===== src/rtl/proto_pkg.sv =====
// proto_pkg: frame constants, CRC8 definition and FSM state encoding shared
// by the protocol RX and TX stages.
package proto_pkg;

  localparam logic [7:0] HEADER_BYTE = 8'h80;
  localparam logic [7:0] TAIL_BYTE   = 8'h55;
  localparam logic [7:0] CRC8_POLY   = 8'h07;
  localparam logic [7:0] CRC8_INIT   = 8'h00;
  localparam int         MAX_PAYLOAD = 10;

  typedef enum logic [1:0] {
    IDLE    = 2'd0,
    PAYLOAD = 2'd1,
    CRC     = 2'd2,
    TAIL    = 2'd3
  } proto_state_t;

  // One byte of CRC8, MSB first, no reflection.
  function automatic logic [7:0] crc8_step(input logic [7:0] crc, input logic [7:0] data);
    logic [7:0] c;
    c = crc ^ data;
    for (int i = 0; i < 8; i++) begin
      c = c[7] ? ((c << 1) ^ CRC8_POLY) : (c << 1);
    end
    return c;
  endfunction

endpackage


===== src/rtl/uart_protocol_rx_if.sv =====
// uart_protocol_rx_if: byte strobe from uart_rx in, decoded frame out.
// master = byte source / frame consumer side, slave = the frame parser.
interface uart_protocol_rx_if;

  logic       uart_rx_done;
  logic [7:0] uart_rx_data;
  logic [7:0] rev_data1;
  logic [7:0] rev_data2;
  logic [7:0] rev_data3;
  logic [7:0] rev_data4;
  logic [7:0] rev_data5;
  logic [7:0] rev_data6;
  logic [7:0] rev_data7;
  logic [7:0] rev_data8;
  logic [7:0] rev_data9;
  logic [7:0] rev_data10;
  logic       recv_done;
  logic       frame_err;
  logic       crc_err;
  logic       busy;

  modport master (
    output uart_rx_done, uart_rx_data,
    input  rev_data1, rev_data2, rev_data3, rev_data4, rev_data5,
           rev_data6, rev_data7, rev_data8, rev_data9, rev_data10,
           recv_done, frame_err, crc_err, busy
  );

  modport slave (
    input  uart_rx_done, uart_rx_data,
    output rev_data1, rev_data2, rev_data3, rev_data4, rev_data5,
           rev_data6, rev_data7, rev_data8, rev_data9, rev_data10,
           recv_done, frame_err, crc_err, busy
  );

endinterface


===== src/rtl/crc8.sv =====
// crc8: running CRC8 register (poly 0x07, init 0x00, MSB first).
module crc8
  import proto_pkg::*;
(
  input  logic       clk_50M,
  input  logic       rst_n,
  input  logic       crc_en,
  input  logic       crc_clr,
  input  logic [7:0] data_in,
  output logic [7:0] crc_out
);

  logic [7:0] crc_q;

  // Accumulate one byte per enable; clear has priority so a new frame starts clean.
  always_ff @(posedge clk_50M or negedge rst_n) begin
    if (!rst_n) begin
      crc_q <= CRC8_INIT;
    end else if (crc_clr) begin
      crc_q <= CRC8_INIT;
    end else if (crc_en) begin
      crc_q <= crc8_step(crc_q, data_in);
    end
  end

  assign crc_out = crc_q;

endmodule


===== src/rtl/uart_protocol_rx.sv =====
// uart_protocol_rx: parses header / PAYLOAD_LEN bytes / CRC8 / tail frames from
// the uart_rx byte stream and presents the payload on rev_data1..10.
// Build option PROTO_RX_CRC_CHECK_EN: when defined the CRC byte is checked
// (mismatch -> frame_err + crc_err); when undefined the CRC byte is accepted
// as-is, crc_err stays 0 and no crc8 instance is built.
//
// state   | meaning
// IDLE    | waiting for header byte, strays dropped
// PAYLOAD | collecting payload bytes into the shadow buffer
// CRC     | waiting for the CRC byte
// TAIL    | waiting for the tail byte, frame decided here
module uart_protocol_rx #(
  parameter int         PAYLOAD_LEN = 10,
  parameter int         TIMEOUT_CYC = 50000,
  parameter logic [7:0] HEADER_BYTE = proto_pkg::HEADER_BYTE,
  parameter logic [7:0] TAIL_BYTE   = proto_pkg::TAIL_BYTE
) (
  input logic              clk_50M,
  input logic              rst_n,
  uart_protocol_rx_if.slave bus
);

  import proto_pkg::*;

  localparam int             CNT_W    = (TIMEOUT_CYC > 2) ? $clog2(TIMEOUT_CYC) : 1;
  localparam logic [3:0]     LAST_IDX = 4'(PAYLOAD_LEN - 1);
  localparam logic [CNT_W-1:0] CNT_LAST = CNT_W'(TIMEOUT_CYC - 1);

  proto_state_t     state_q, state_d;
  logic [3:0]       idx_q;
  logic [7:0]       shadow_q [0:MAX_PAYLOAD-1];
  logic [7:0]       rev_q    [0:MAX_PAYLOAD-1];
  logic [CNT_W-1:0] cnt_q;
  logic             recv_done_q, frame_err_q;
  logic             rx_done;
  logic [7:0]       rx_data;
  logic             timeout, hdr_accept, pay_strobe, commit, frame_bad;
  logic             bad_q;

  assign rx_done = bus.uart_rx_done;
  assign rx_data = bus.uart_rx_data;

  // A byte in the same cycle as the limit wins over the timeout.
  assign timeout = (state_q != IDLE) && !rx_done && (cnt_q == CNT_LAST);

`ifdef PROTO_RX_CRC_CHECK_EN
  logic [7:0] crc_out;
  logic       crc_mismatch;
  logic       crc_err_q;

  crc8 u_crc8 (
    .clk_50M (clk_50M),
    .rst_n   (rst_n),
    .crc_en  (pay_strobe),
    .crc_clr (hdr_accept),
    .data_in (rx_data),
    .crc_out (crc_out)
  );

  assign crc_mismatch = (state_q == CRC) && rx_done && (rx_data != crc_out);

  // Remember a CRC mismatch until the tail decides the frame.
  always_ff @(posedge clk_50M or negedge rst_n) begin
    if (!rst_n) begin
      bad_q <= 1'b0;
    end else if (hdr_accept) begin
      bad_q <= 1'b0;
    end else if (crc_mismatch) begin
      bad_q <= 1'b1;
    end
  end

  // crc_err pulses alongside frame_err when the tail finds the bad flag set.
  always_ff @(posedge clk_50M or negedge rst_n) begin
    if (!rst_n) begin
      crc_err_q <= 1'b0;
    end else begin
      crc_err_q <= (state_q == TAIL) && rx_done && bad_q;
    end
  end

  assign bus.crc_err = crc_err_q;
`else
  assign bad_q       = 1'b0;
  assign bus.crc_err = 1'b0;
`endif

  // State register.
  always_ff @(posedge clk_50M or negedge rst_n) begin
    if (!rst_n) begin
      state_q <= IDLE;
    end else begin
      state_q <= state_d;
    end
  end

  // Next state: timeout abandons the frame; otherwise advance one step per byte.
  always_comb begin
    state_d = state_q;
    if (timeout) begin
      state_d = IDLE;
    end else if (rx_done) begin
      case (state_q)
        IDLE:    if (rx_data == HEADER_BYTE) state_d = PAYLOAD;
        PAYLOAD: if (idx_q == LAST_IDX) state_d = CRC;
        CRC:     state_d = TAIL;
        TAIL:    state_d = IDLE;
        default: state_d = IDLE;
      endcase
    end
  end

  // Per-byte control strobes decoded from state and the incoming byte.
  always_comb begin
    hdr_accept = 1'b0;
    pay_strobe = 1'b0;
    commit     = 1'b0;
    frame_bad  = timeout;
    if (rx_done) begin
      case (state_q)
        IDLE:    hdr_accept = (rx_data == HEADER_BYTE);
        PAYLOAD: pay_strobe = 1'b1;
        TAIL: begin
          commit    = (rx_data == TAIL_BYTE) && !bad_q;
          frame_bad = !((rx_data == TAIL_BYTE) && !bad_q);
        end
        default: ;
      endcase
    end
  end

  // Payload index and shadow buffer; a fresh header or timeout restarts the index.
  always_ff @(posedge clk_50M or negedge rst_n) begin
    if (!rst_n) begin
      idx_q <= 4'd0;
      for (int i = 0; i < MAX_PAYLOAD; i++) shadow_q[i] <= 8'h00;
    end else if (hdr_accept || timeout) begin
      idx_q <= 4'd0;
    end else if (pay_strobe) begin
      shadow_q[idx_q] <= rx_data;
      idx_q           <= idx_q + 4'd1;
    end
  end

  // Inter-byte timer: runs only inside a frame, restarted by every byte.
  always_ff @(posedge clk_50M or negedge rst_n) begin
    if (!rst_n) begin
      cnt_q <= '0;
    end else if ((state_q == IDLE) || rx_done || timeout) begin
      cnt_q <= '0;
    end else begin
      cnt_q <= cnt_q + 1'b1;
    end
  end

  // Registered outputs; rev_data only moves on a valid commit.
  always_ff @(posedge clk_50M or negedge rst_n) begin
    if (!rst_n) begin
      recv_done_q <= 1'b0;
      frame_err_q <= 1'b0;
      for (int i = 0; i < MAX_PAYLOAD; i++) rev_q[i] <= 8'h00;
    end else begin
      recv_done_q <= commit;
      frame_err_q <= frame_bad;
      if (commit) begin
        for (int i = 0; i < MAX_PAYLOAD; i++) begin
          if (i < PAYLOAD_LEN) rev_q[i] <= shadow_q[i];
        end
      end
    end
  end

  assign bus.recv_done  = recv_done_q;
  assign bus.frame_err  = frame_err_q;
  assign bus.busy       = (state_q != IDLE);
  assign bus.rev_data1  = rev_q[0];
  assign bus.rev_data2  = rev_q[1];
  assign bus.rev_data3  = rev_q[2];
  assign bus.rev_data4  = rev_q[3];
  assign bus.rev_data5  = rev_q[4];
  assign bus.rev_data6  = rev_q[5];
  assign bus.rev_data7  = rev_q[6];
  assign bus.rev_data8  = rev_q[7];
  assign bus.rev_data9  = rev_q[8];
  assign bus.rev_data10 = rev_q[9];

endmodule

===== src/flat_wrapper.sv =====
// flat-port wrapper written by rule: the top's interface ports become plain ports
module uart_protocol_rx_flat import proto_pkg::*;
#(
  parameter int         PAYLOAD_LEN = 10,
  parameter int         TIMEOUT_CYC = 50000,
  parameter logic [7:0] HEADER_BYTE = proto_pkg::HEADER_BYTE,
  parameter logic [7:0] TAIL_BYTE   = proto_pkg::TAIL_BYTE
)
  (clk_50M, rst_n, bus_uart_rx_done, bus_uart_rx_data, bus_rev_data1, bus_rev_data2, bus_rev_data3, bus_rev_data4, bus_rev_data5, bus_rev_data6, bus_rev_data7, bus_rev_data8, bus_rev_data9, bus_rev_data10, bus_recv_done, bus_frame_err, bus_crc_err, bus_busy);
  uart_protocol_rx_if bus_i ();
  input logic clk_50M;
  input logic rst_n;
  input wire logic [$bits(bus_i.uart_rx_done)-1:0] bus_uart_rx_done;
  input wire logic [$bits(bus_i.uart_rx_data)-1:0] bus_uart_rx_data;
  output wire logic [$bits(bus_i.rev_data1)-1:0] bus_rev_data1;
  output wire logic [$bits(bus_i.rev_data2)-1:0] bus_rev_data2;
  output wire logic [$bits(bus_i.rev_data3)-1:0] bus_rev_data3;
  output wire logic [$bits(bus_i.rev_data4)-1:0] bus_rev_data4;
  output wire logic [$bits(bus_i.rev_data5)-1:0] bus_rev_data5;
  output wire logic [$bits(bus_i.rev_data6)-1:0] bus_rev_data6;
  output wire logic [$bits(bus_i.rev_data7)-1:0] bus_rev_data7;
  output wire logic [$bits(bus_i.rev_data8)-1:0] bus_rev_data8;
  output wire logic [$bits(bus_i.rev_data9)-1:0] bus_rev_data9;
  output wire logic [$bits(bus_i.rev_data10)-1:0] bus_rev_data10;
  output wire logic [$bits(bus_i.recv_done)-1:0] bus_recv_done;
  output wire logic [$bits(bus_i.frame_err)-1:0] bus_frame_err;
  output wire logic [$bits(bus_i.crc_err)-1:0] bus_crc_err;
  output wire logic [$bits(bus_i.busy)-1:0] bus_busy;
  assign bus_i.uart_rx_done = bus_uart_rx_done;
  assign bus_i.uart_rx_data = bus_uart_rx_data;
  assign bus_rev_data1 = bus_i.rev_data1;
  assign bus_rev_data2 = bus_i.rev_data2;
  assign bus_rev_data3 = bus_i.rev_data3;
  assign bus_rev_data4 = bus_i.rev_data4;
  assign bus_rev_data5 = bus_i.rev_data5;
  assign bus_rev_data6 = bus_i.rev_data6;
  assign bus_rev_data7 = bus_i.rev_data7;
  assign bus_rev_data8 = bus_i.rev_data8;
  assign bus_rev_data9 = bus_i.rev_data9;
  assign bus_rev_data10 = bus_i.rev_data10;
  assign bus_recv_done = bus_i.recv_done;
  assign bus_frame_err = bus_i.frame_err;
  assign bus_crc_err = bus_i.crc_err;
  assign bus_busy = bus_i.busy;
  uart_protocol_rx #(.PAYLOAD_LEN(PAYLOAD_LEN), .TIMEOUT_CYC(TIMEOUT_CYC), .HEADER_BYTE(HEADER_BYTE), .TAIL_BYTE(TAIL_BYTE)) u_core (.clk_50M(clk_50M), .rst_n(rst_n), .bus(bus_i));
endmodule

===== config.mk =====
export PLATFORM = sky130hd
export DESIGN_NAME = uart_protocol_rx_flat
export DESIGN_NICKNAME = d
export VERILOG_FILES = /design/src/rtl/proto_pkg.sv /design/src/rtl/uart_protocol_rx_if.sv /design/src/rtl/crc8.sv /design/src/rtl/uart_protocol_rx.sv /design/src/flat_wrapper.sv
export SDC_FILE = /design/constraint.sdc
export NUM_CORES = 1
export LEC_CHECK = 0
export CAP_MARGIN = 30
export CORE_ASPECT_RATIO = 0.75
export CORE_MARGIN = 2
export CORE_UTILIZATION = 59
export CTS_CLUSTER_SIZE = 40
export DETAILED_ROUTE_END_ITERATION = 6
export GPL_ROUTABILITY_DRIVEN = 0
export GPL_TIMING_DRIVEN = 0
export PLACE_DENSITY = 0.94
export SLEW_MARGIN = 10
export SYNTH_ARGS = -nofsm -noshare
export SYNTH_HDL_FRONTEND = slang
export SYNTH_HIERARCHICAL = 1
export SYNTH_SLANG_ARGS = --single-unit

===== constraint.sdc =====
create_clock -name clk_50M -period 5.97 [get_ports clk_50M]
set_clock_uncertainty 0.15 [all_clocks]
set_input_delay 1.194 -clock clk_50M [delete_from_list [all_inputs] [get_ports clk_50M]]
set_output_delay 1.194 -clock clk_50M [all_outputs]
set_load 0.01 [all_outputs]

* Yosys cells after proc, flatten, opt, wreduce, memory -nomap -nowiden
Cells that the tools add are included.
** Word-level totals
- Output and inout bits :: 84
- Memories kept :: 0
- Bits in writable memories :: 0
- Latch bits :: 0
- Input bits :: 11
- Memory bits (read-only) :: 0
- Flip-flop bits (word level) :: 184
** Operators by class
- Mux-type cells :: 19
- Multipliers :: 0
- Div/mod/pow operators :: 0
- Shifts and indexed selects :: 0
- Bitwise logic cells :: 2
- $add $sub $neg :: 2
- Equality and inequality tests :: 9
- Reduce and logical (&&, ||, !) cells :: 14
- Magnitude comparators :: 2
** Operators by type and width (number)
- 80-bit bitwise mux :: 1
- 8-bit demux with 4-bit select :: 1
- 16-bit by 1-bit adder with 16-bit output (second input constant) :: 1
- 16-bit == test (second input constant) :: 1
- 16-bit 2-to-1 mux :: 1
- 8-bit by 7-bit == test with 1-bit output (second input constant) :: 1
- 8-bit == test (second input constant) :: 1
- 1-bit 2-to-1 mux :: 8
- 2-bit 2-to-1 mux :: 4
- 4-bit 2-to-1 mux :: 2
- 8-bit 2-to-1 mux :: 1
- 2-bit one-hot mux with 4 select lines :: 1
- 3-bit by 1-bit inequality test with 1-bit output (second input constant) :: 2
- 2-bit nonzero test :: 3
- 5-bit greater-or-equal comparator (second input constant) :: 1
- 5-bit by 1-bit less-than comparator with 1-bit output (second input constant) :: 1
- 4-bit NOT with 5-bit output :: 1
- 4-bit by 1-bit adder with 4-bit output (second input constant) :: 1
- 2-bit == test (second input constant) :: 2
- 4-bit == test (second input constant) :: 1
- 1-bit logical AND :: 3
- 1-bit logical OR :: 3
- 3-bit AND reduction :: 1
- 2-bit by 1-bit == test with 1-bit output (second input constant) :: 1
- 4 further kinds :: 5

* Depth between registers and ports, before layout
- Depth after elaboration :: 6
- Gate-level depth with buffers :: 8

* Worst setup path after synthesis
Ideal clock, no wire load.
- Kind :: input to register
- Start :: input bus_uart_rx_data[4]
- End :: register u_core/shadow_q[16] (netlist name)
- Setup slack :: 3322 ps
- Stages :: 6
- Data arrival time :: 2373 ps
- Buffers on the path :: 2
- Required time :: 5695 ps
- Cell sequence :: nor4b_2 > nand4_1 > buf_4 > and3_4 > buf_6 > mux2_4
** On the way
- Word-level cells in the longest chain between the ends :: 6
** RTL lines
- start: declaration :: RTL line flat_wrapper.sv:14 : input wire logic [$bits(bus_i.uart_rx_data)-1:0] bus_uart_rx_data;
- 8-bit == test :: RTL line uart_protocol_rx.sv:121 : IDLE: hdr_accept = (rx_data == HEADER_BYTE);
- 1-bit 2-to-1 mux :: RTL line uart_protocol_rx.sv:120 : case (state_q)
- 1-bit 2-to-1 mux :: RTL line uart_protocol_rx.sv:119 : if (rx_done) begin
- 1-bit logical OR :: RTL line uart_protocol_rx.sv:137 : end else if (hdr_accept || timeout) begin
- 1-bit NOT (no source line)
- 2-bit AND reduction (no source line)
- end signal: indexed assignment :: RTL line uart_protocol_rx.sv:140 : shadow_q[idx_q] <= rx_data;
- end: declaration :: RTL line uart_protocol_rx.sv:31 : logic [7:0] shadow_q [0:MAX_PAYLOAD-1];
Every way passes these cells.
A chain may end at the register's enable or synchronous reset.

* Worst setup path after layout
- Start :: register u_core.state_q[1]
- End :: output bus_busy
** On the way
- Word-level cells in the longest chain between the ends :: 1
** RTL lines
- start: declaration :: RTL line uart_protocol_rx.sv:29 : proto_state_t state_q, state_d;
- start signal: assignment :: RTL line uart_protocol_rx.sv:93 : state_q <= state_d;
- 2-bit nonzero test :: RTL line uart_protocol_rx.sv:175 : assign bus.busy = (state_q != IDLE);
- end: declaration :: RTL line flat_wrapper.sv:28 : output wire logic [$bits(bus_i.busy)-1:0] bus_busy;
Every way passes these cells.

==> impl_metrics.json <==
{
  "run_status": "completed",
  "ff2ff_path_depth": 7,
  "ys_seq_area_share_pct": 59.6,
  "fp.dieW_um": 136,
  "layout_min_cycle_time_ns": 3.33,
  "clk_pin_slew_ns": 0.07,
  "cts_sinks": 184,
  "ys_types": 41,
  "core.rowCount": 36,
  "via_per_inst": 5.53,
  "pin_count": 95,
  "grt_usage_pct": 24.9,
  "cts_resized": 0,
  "final_cells": 798,
  "dp.final_hpwl_um": 10700,
  "h-tree-depth": 4,
  "slew_headroom_pct": 43.2,
  "nFillCells": 792,
  "antenna_cells": 0,
  "critical_path_class": "reg -> out",
  "cts_hold_buf": 0,
  "wirelength_um": 16000,
  "worst-path-stages": 5,
  "dieArea_um2": 14000,
  "grt_first_pass_wirelength_um": 25900,
  "cts_tree": "done",
  "critical_path.max_stage_delay_ns": 0.49,
  "dp.cells": 766,
  "post-place-ws_ns": 2.57,
  "num-nets-final": 634,
  "first_pass_iters": 4,
  "final_core_util_pct": 73.3,
  "cp_num_buf_inv": 4,
  "syn2layout_area_growth_pct": 22.3,
  "hold_depth": 1,
  "critPathArrivalTime_ns": 1.99,
  "crit_path_end_kind": "output port",
  "yosysWarnings": 6,
  "root_buffer": "clkbuf_16",
  "netlist_area_um2": 7730,
  "cts_setup_buffers": 0,
  "p_per_area_nw_per_um2": 351,
  "setup_slack_ns": 2.64,
  "slew_viol_final": 0,
  "synth_nets": 521,
  "wire_per_inst_um": 20.1,
  "crit_fanout": 8,
  "hold_class": "reg -> reg",
  "grt_max_degree": 119,
  "path_delay_family": "buffers and inverters",
  "die_h_um": 103,
  "cts_made_buffers": 17,
  "initial_core_util_pct": 60.0,
  "fin_hold_ws_ns": 0.346,
  "maxCapViolCount": 0,
  "numPortBuffers": 93,
  "drc": 0,
  "synth_seq_cells": 184,
  "coreArea_um2": 12900,
  "power.leakage_nw": 4.53,
  "ant_nets": 0,
  "cp-start-kind": "flip-flop",
  "critPathRequiredTime_ns": 4.63,
  "worst_pin_slew_ns": 0.852,
  "synth_cells": 501,
  "antenna_found_initial": 0,
  "grt_pass1_vias": 4708,
  "num_vias": 4411,
  "rsz0062_at_grt": "false",
  "hold_viol": 0,
  "setup_violations": 0,
  "fmax_mhz": 300,
  "clk_latency_ns": 0.42,
  "path_cells": "inv_1 -> ha_1 -> clkbuf_1 -> inv_1 -> clkdlybuf4s50_1",
  "fin_crit_sh_pct": 55.8,
  "grt_overflow": 0,
  "cpMostUsedCell": "inv_1",
  "syn_avg_cell_area_um2": 15.4,
  "drt_iter0_drc": 248,
  "power_w": 0.00332,
  "drive_above_1_share_pct": 35.7,
  "vdd_drop_max_uv": 225,
  "slowest_stage": "clkdlybuf4s50_1",
  "clockBufferDepth": 2
}
==> worst reg2reg max path: cells and delay by family (launching register included) <==
family | cells | cell delay (ns)
fa+ha+maj | 1 | 0.15
simple gates | 2 | 0.52
buf+inv | 3 | 0.64
mux | 1 | 0.39
flops | 1 | 0.42
==> cells in the mapped netlist, drive strengths merged <==
library cell	n	area [um2]
conb	1	3.75
nor4b	2	23.8
nor2	23	86.3
o21ai	1	5.00
and2	2	12.5
inv	9	33.8
a21o	1	7.51
xor2	4	35.0
o21a	1	7.51
o31ai	1	7.51
dfrtp	184	4600
nand4b	1	8.76
ha	9	113
nor4	4	31.3
nand4	8	62.6
nor4bb	2	20.0
nor2b	1	6.26
o311ai	2	17.5
o211ai	3	22.5
or3	1	6.26
and3	11	78.8
nor3b	1	7.51
buf	22	209
nor3	6	35.0
and3b	1	8.76
xnor2	13	114
nand2	11	48.8
clkbuf	8	30.0
o32ai	1	8.76
a21oi	1	5.00
nand3	6	30.0
mux2	160	2040
==> area by class of cell <==
| class | instances | area (um2) | area share, % |
|---|---|---|---|
| tap | 171 | 214 | 2.26 |
| buffer | 30 | 239 | 2.53 |
| inverter | 9 | 33.8 | 0.358 |
| multi-input combinational | 278 | 2850 | 30.2 |
| clock buffer | 17 | 425 | 4.50 |
| sequential | 184 | 4600 | 48.7 |
| clock inverter | 15 | 118 | 1.24 |
| timing repair buffer | 94 | 963 | 10.2 |
==> logic make-up (layout without fill, tap and decap cells) <==
group | count (synthesis) | in the layout | synth area share, %
flops | 184 | 184 | 59.6
other cells | 1 | 1 | 0.0485
buf+inv | 39 | 165 | 3.53
mux | 160 | 160 | 26.4
fa+ha+maj | 9 | 9 | 1.46
simple gates | 80 | 80 | 6.04
xor+xnor | 17 | 17 | 1.93
compound gates | 11 | 11 | 1.05
==> per-layer routing <==
layer	vias to the layer above	track usage (%)	part of all wire, %
met5	-	0	0
met4	0	8.09	0.97
met3	11	6.39	7.3
met2	138	41.3	49
met1	2278	32.8	43
li1	1984	-	-
==> cells in the final DEF, fill, tap and decap left out, types with 3 or more instances in the layout <==
cell | synthesis | layout
and3_1 | 9 | 9
buf_2 | 5 | 5
buf_6 | 15 | 15
clkbuf_1 | 8 | 8
clkbuf_16 | 0 | 17
clkdlybuf4s50_1 | 0 | 92
clkinv_2 | 0 | 3
clkinvlp_4 | 0 | 4
dfrtp_1 | 184 | 184
ha_1 | 9 | 9
inv_1 | 9 | 9
inv_6 | 0 | 7
mux2_2 | 97 | 97
mux2_4 | 63 | 63
nand2_1 | 10 | 10
nand3_1 | 6 | 6
nand4_1 | 6 | 6
nor2_1 | 23 | 23
nor3_1 | 5 | 5
nor4_1 | 3 | 3
o211ai_1 | 3 | 3
xnor2_1 | 13 | 13
xor2_1 | 4 | 4
==> path summary, 6_finish.rpt <==
check                                                    from                                  end  slack, ns
max in group asynchronous                               rst_n      u_core/shadow_q[37]$_DFFE_PN0P_       4.20
worst max-delay path            u_core/state_q[1]$_DFFE_PN0P_                             bus_busy       2.64
worst min register to register      u_core/cnt_q[0]$_DFF_PN0_            u_core/cnt_q[0]$_DFF_PN0_       0.35
worst max register to register  u_core/state_q[1]$_DFFE_PN0P_      u_core/shadow_q[56]$_DFFE_PN0P_       3.59
worst min-delay path                u_core/cnt_q[0]$_DFF_PN0_            u_core/cnt_q[0]$_DFF_PN0_       0.35
min in group asynchronous                               rst_n  u_core/bus.rev_data2[4]$_DFFE_PN0P_       0.56
==> per-stage QoR <==
stage / cell area [um2] / setup TNS, ns
floorplan: 7730 / 0
global placement: 8870 / -597.42
detailed placement: 8910 / 0
CTS: 9450 / 0
global route: 9450 / 0
finish: 9450 / 0
==> registers in the layout, summed over array words and instances (netlist names) <==
register	cells
u_core/bus.rev_data3	8
u_core/bus.rev_data8	8
u_core/idx_q	4
u_core/bus.rev_data10	8
u_core/bus.rev_data7	8
u_core/bus.rev_data9	8
u_core/bus.frame_err	1
u_core/bus.rev_data5	8
u_core/cnt_q	16
u_core/shadow_q	80
u_core/bus.rev_data6	8
u_core/bus.rev_data4	8
u_core/state_q	2
u_core/bus.recv_done	1
u_core/bus.rev_data1	8
u_core/bus.rev_data2	8
==> power breakdown <==
group / internal, W / switching (W) / total, W
sequential: 0.00150 / 0.000176 / 0.00168
clock: 0.000542 / 0.000497 / 0.00104
combinational: 0.000367 / 0.000236 / 0.000603
No activity file was read; power rests on OpenSTA's default activity.
